## src/rtl/scrambler.sv

```systemverilog
// rtl/scrambler.sv - additive x^7+x^4+1 bit scrambler/descrambler, one bit per clock
module scrambler #(
    parameter logic [6:0] SEED = 7'b1111111
) (
    input  logic Clock,
    input  logic Reset,
    input  logic Input,
    output logic Output
);

    // state[6] is x7 (oldest), state[0] is x1 (newest)
    logic [6:0] state;
    logic       seq_bit;

    assign seq_bit = state[6] ^ state[3];
    assign Output  = Input ^ seq_bit;

    // Input never feeds the register, so scrambling and descrambling share one structure
    always_ff @(posedge Clock) begin
        if (!Reset) begin
            state <= SEED;
        end else begin
            state <= {state[5:0], seq_bit};
        end
    end

endmodule

```

## config.mk

```make
export PLATFORM = sky130hd
export DESIGN_NAME = scrambler
export DESIGN_NICKNAME = d
export VERILOG_FILES = /design/src/rtl/scrambler.sv
export SDC_FILE = /design/constraint.sdc
export NUM_CORES = 1
export LEC_CHECK = 0
export BUFFER_PORTS_ARGS = -buffer_cell sky130_fd_sc_hd__buf_4
export CORE_AREA = 2 2 39 41
export CTS_CLUSTER_SIZE = 30
export DETAILED_ROUTE_END_ITERATION = 8
export DIE_AREA = 0 0 41 43
export PLACE_DENSITY = 0.41
export SYNTH_ARGS = -nofsm -noshare
export SYNTH_HDL_FRONTEND = slang
export SYNTH_SLANG_ARGS = --single-unit
```

## constraint.sdc

```tcl
create_clock -name Clock -period 0.9 [get_ports Clock]
set_clock_uncertainty 0.15 [all_clocks]
set_input_delay 0.045 -clock Clock [delete_from_list [all_inputs] [get_ports Clock]]
set_output_delay 0.045 -clock Clock [all_outputs]
set_load 0.01 [all_outputs]
```

**Yosys cells after proc, flatten, opt, wreduce, memory -nomap -nowiden**

Cells that the tools add are included.

- Bitwise operators: 2

Operators with widths:

| kind | count |
|---|---|
| $xor A1 B1 Y1 | 2 |

- Register bits after elaboration: 7
- Input bits: 3

**Depth between registers and ports, before layout**

- Depth after elaboration: 2
- Mapped depth: 2

**Least setup slack after synthesis**

OpenSTA, ideal clock, no wires.

- Path type: reg-to-output
- Start: register state[3]
- End: output port Output
- Required time: 0.705 ns
- Stages on the path, launching flop included: 3
- Buffers on the path: 0
- Path slack: 0.014 ns
- Arrival time: 0.691 ns
- Cell sequence: dfxtp_1 -> xnor2_1 -> xnor2_1

- Cells in the longest elaborated chain, start to end: 2

Ends and longest elaborated chain:

| item | line | RTL |
|---|---|---|
| start, declared | 12 | `logic [6:0] state;` |
| start signal, assigned | 23 | `state <= {state[5:0], seq_bit};` |
| $xor A1 B1 Y1 | 15 | `assign seq_bit = state[6] ^ state[3];` |
| $xor A1 B1 Y1 | 16 | `assign Output = Input ^ seq_bit;` |
| end, declared | 8 | `output logic Output` |

Every way passes these cells.

**Final worst setup path**

- Start: register state[6]
- End: output port Output

The elaborated chain is that of the path after synthesis.

==> flow_summary.html <==
<table>
<tr><th>Metric</th><th>Value</th></tr>
<tr><th colspan="2">Global routing</th></tr>
<tr><td>Antenna violations before repair</td><td>0</td></tr>
<tr><td>Maximum number of pins on one net before global-route repair</td><td>8</td></tr>
<tr><td>Residual overflow from global routing</td><td>0</td></tr>
<tr><td>Vias in the first global route</td><td>139</td></tr>
<tr><td>First-pass GRT wire length</td><td>about 520 microns</td></tr>
<tr><td>GRT Total Usage</td><td>a little over 5%</td></tr>
<tr><th colspan="2">Logic synthesis</th></tr>
<tr><td>Net count of the mapped netlist</td><td>19</td></tr>
<tr><td>Mean post-synth cell area</td><td>12.4 sq um</td></tr>
<tr><td>Count of different cell masters after synthesis</td><td>4</td></tr>
<tr><td>Register area share after synthesis</td><td>a little over two thirds</td></tr>
<tr><td>Gate count of the mapped netlist</td><td>16</td></tr>
<tr><td>Cell area after technology mapping</td><td>199 sq um</td></tr>
<tr><td>Synthesized flop and latch total</td><td>7</td></tr>
<tr><td>Synth warn</td><td>0</td></tr>
<tr><th colspan="2">Timing</th></tr>
<tr><td>Unrepaired setup endpoints after global routing</td><td>yes</td></tr>
<tr><td>Count of pins over their slew limit</td><td>0</td></tr>
<tr><td>Peak clock frequency supported by timing</td><td>a little over 800 MHz</td></tr>
<tr><td>Fin Setup TNS</td><td>-315 ps</td></tr>
<tr><td>Setup-violating endpoint count in the final report</td><td>2</td></tr>
<tr><td>Final critical path time including I/O delays and setup</td><td>1200 ps</td></tr>
<tr><td>Period utilization</td><td>134%</td></tr>
<tr><td>Number of hold-slack violations in the final timing report</td><td>0</td></tr>
<tr><td>Transition time at the pin with the least slew margin</td><td>between 150 and 200 ps</td></tr>
<tr><td>Minimum setup slack in the final design</td><td>-303 ps</td></tr>
<tr><td>Worst relative slew slack</td><td>around 90%</td></tr>
<tr><th colspan="2">Finish</th></tr>
<tr><td>Non-filler cells, final</td><td>41</td></tr>
<tr><td>Final nets</td><td>29</td></tr>
<tr><td>Largest register FFs</td><td>7</td></tr>
<tr><td>Antenna diode count</td><td>0</td></tr>
<tr><td>Final instance area</td><td>slightly below 300 sq um</td></tr>
<tr><td>Top flop regs</td><td>state: 7 flops</td></tr>
<tr><td>Share of post-route cells with drive strength above 1</td><td>around 40%</td></tr>
<tr><td>Register with the most flip-flops</td><td>state</td></tr>
<tr><td>Layout-stage area growth over the synthesis result</td><td>48.4%</td></tr>
<tr><th colspan="2">Critical path</th></tr>
<tr><td>Count of cells along the worst register-to-register path</td><td>3</td></tr>
<tr><td>Maximum net fanout on the critical path</td><td>2</td></tr>
<tr><td>Critical setup path kind</td><td>register to output port</td></tr>
<tr><td>Required time of the worst setup path</td><td>700 ps</td></tr>
<tr><td>Category of the worst setup path capture point</td><td>output port</td></tr>
<tr><td>Crit path arrival time</td><td>roughly 1000 ps</td></tr>
<tr><td>Startpoint of the worst register-to-register path</td><td>state[6]</td></tr>
<tr><td>Kind of start point of the critical path</td><td>register</td></tr>
<tr><td>Internal reg-to-reg setup slack</td><td>-10 ps</td></tr>
<tr><td>Worst reg2reg endpoint</td><td>state[0]</td></tr>
<tr><th colspan="2">Hold path</th></tr>
<tr><td>Cell count of the worst hold path</td><td>3</td></tr>
<tr><td>Sink of the worst hold path</td><td>Output</td></tr>
<tr><td>HP Start</td><td>Input</td></tr>
<tr><td>Worst hold path type</td><td>input pin to output port</td></tr>
<tr><th colspan="2">Power</th></tr>
<tr><td>Share of power burned in the clock network</td><td>44.2%</td></tr>
<tr><td>Switching power share of the total</td><td>about a fifth</td></tr>
<tr><td>Total net switching power</td><td>131 uW</td></tr>
<tr><td>Cell leakage power</td><td>approximately 0.12 nW</td></tr>
<tr><td>Internal power consumption</td><td>513 uW</td></tr>
<tr><td>Sequential share of power</td><td>50.2%</td></tr>
<tr><td>Proportion of power drawn by combinational gates</td><td>5.6%</td></tr>
<tr><td>Peak supply drop</td><td>a little under 0.0005 V</td></tr>
<tr><td>Cell Pwr Density</td><td>2180 mW/mm^2</td></tr>
<tr><th colspan="2">Floorplanning</th></tr>
<tr><td>Number of primary I/O pins</td><td>4</td></tr>
<tr><td>Initial core utilization</td><td>14.4%</td></tr>
<tr><td>Die area</td><td>0.00176 sq mm</td></tr>
<tr><td>Floorplan row count</td><td>14</td></tr>
<tr><td>DIE HEIGHT</td><td>~43 microns</td></tr>
<tr><td>Standard cell core area</td><td>approximately 0.0014 sq mm</td></tr>
<tr><td>Chip width</td><td>41 microns</td></tr>
<tr><th colspan="2">Clock tree</th></tr>
<tr><td>Maximum count of clock buffers along a single path</td><td>2</td></tr>
<tr><td>Number of levels the H-tree was split into</td><td>1</td></tr>
<tr><td>Clock root buffer master</td><td>clkbuf_4</td></tr>
<tr><td>Skew-Pair Late Insertion Delay</td><td>250 ps</td></tr>
<tr><td>Number of sinks on the clock net</td><td>7</td></tr>
<tr><td>Reg clk slew, reported paths</td><td>around 50 ps</td></tr>
<tr><td>CTS tree</td><td>yes</td></tr>
<tr><td>CTS buffer count</td><td>3</td></tr>
<tr><th colspan="2">Route</th></tr>
<tr><td>DRT Wirelength</td><td>309 microns</td></tr>
<tr><td>Antenna Violating Nets Remaining</td><td>0</td></tr>
<tr><td>Wire length per cell after detailed routing</td><td>7.54 microns</td></tr>
<tr><td>DRC violation count after routing</td><td>0</td></tr>
<tr><td>Via-to-Cell Ratio</td><td>3.05</td></tr>
<tr><td>Initial drt markers</td><td>1</td></tr>
<tr><td>First-pass detailed-route iteration total</td><td>3</td></tr>
<tr><td>Routed via count</td><td>125</td></tr>
<tr><th colspan="2">Status</th></tr>
<tr><td>Violated checks</td><td>setup timing</td></tr>
<tr><td>Result of the run</td><td>finished with violations</td></tr>
<tr><th colspan="2">Placement</th></tr>
<tr><td>Final RePlAce weighted congestion</td><td>0.512</td></tr>
<tr><td>Buffers added on ports</td><td>3</td></tr>
<tr><td>Placed insts</td><td>36</td></tr>
<tr><td>Placement Cell Area</td><td>~250 sq um</td></tr>
<tr><td>Worst Setup Slack post-DPL</td><td>-109 ps</td></tr>
<tr><th colspan="2">Run</th></tr>
<tr><td>Total of max-cap violations</td><td>0</td></tr>
</table>
-- cell usage after synthesis --
library cell | n | area [sq um]
nand2b_1 | 6 | 37.5
dfxtp_1 | 7 | 140
nand2_1 | 1 | 3.75
xnor2_1 | 2 | 17.5
-- area by class of cell --
| class | count | area, sq um |
|---|---|---|
| clock buffers | 4 | 26.3 |
| fillers | 154 | 1090 |
| multi-input cells | 9 | 66.3 |
| flip-flops and latches | 7 | 143 |
| well taps | 16 | 20.0 |
| repair buffers | 5 | 40.0 |
-- metrics by stage --
| stage | hold WS, ps | utilization [%] | total power, mW |
|---|---|---|---|
| 2_1_floorplan | -43.1 | - | 0.341 |
| 3_5_place_dp | 114 | 18.0 | 0.361 |
| 3_3_place_gp | 120 | 18.0 | 0.360 |
| 6_report | 203 | 21.3 | 0.644 |
| 5_1_grt | 220 | 21.3 | 0.689 |
| 4_1_cts | 206 | 21.3 | 0.658 |
-- layout by cell type, fill, tap and decap left out --
| cell | n |
|---|---|
| buf_4 | 4 |
| clkbuf_1 | 1 |
| clkbuf_4 | 3 |
| dfxtp_1 | 5 |
| dfxtp_2 | 2 |
| dlygate4sd3_1 | 1 |
| nand2_1 | 1 |
| nand2b_1 | 6 |
| xnor2_1 | 1 |
| xnor2_2 | 1 |
-- power groups by stage --
stage,Combinational (mW),Clock [mW],Sequential [mW]
after floorplan,0.0127,0,0.328
after global placement,0.0317,0,0.329
after detailed placement,0.0318,0,0.329
after CTS,0.0368,0.297,0.324
after global routing,0.0407,0.324,0.324
final,0.0359,0.285,0.323
-- critical path: stages, from the launching register on --
cell,delay (ps)
dfxtp_2,320
xnor2_2,170
xnor2_1,130
buf_4,140
-- worst max-delay path by stage --
stage                  start  endpoint  slack (ps)  depth (start not counted)
global route        state[6]    Output        -390                          3
CTS                 state[6]    Output        -320                          3
detailed placement  state[3]    Output        -110                          3
finish              state[6]    Output        -300                          3
global placement    state[3]    Output        -110                          3
floorplan           state[3]    Output          10                          2
-- metal layers --
metal	track usage [%]	up-vias	share of wire [%]
li1	-	66	-
met1	5.19	55	39
met2	6.25	4	51
met3	1.57	0	8.4
met4	8.00	0	0
met5	0	-	0
-- cells by family after synthesis --
kind of cell / Yosys count / synth area share (%)
AND/OR/NAND/NOR: 7 / 20.8
flip-flops: 7 / 70.4
XOR/XNOR: 2 / 8.81
-- timing repair --
action	in CTS	in global routing
endpoints found under the hold margin	7	0
setup endpoints to repair	2	2
pin swaps	3	0
setup buffers	1	0
gates resized for setup	3	0
hold buffers	1	0
Power figures use the tool's default switching activity.
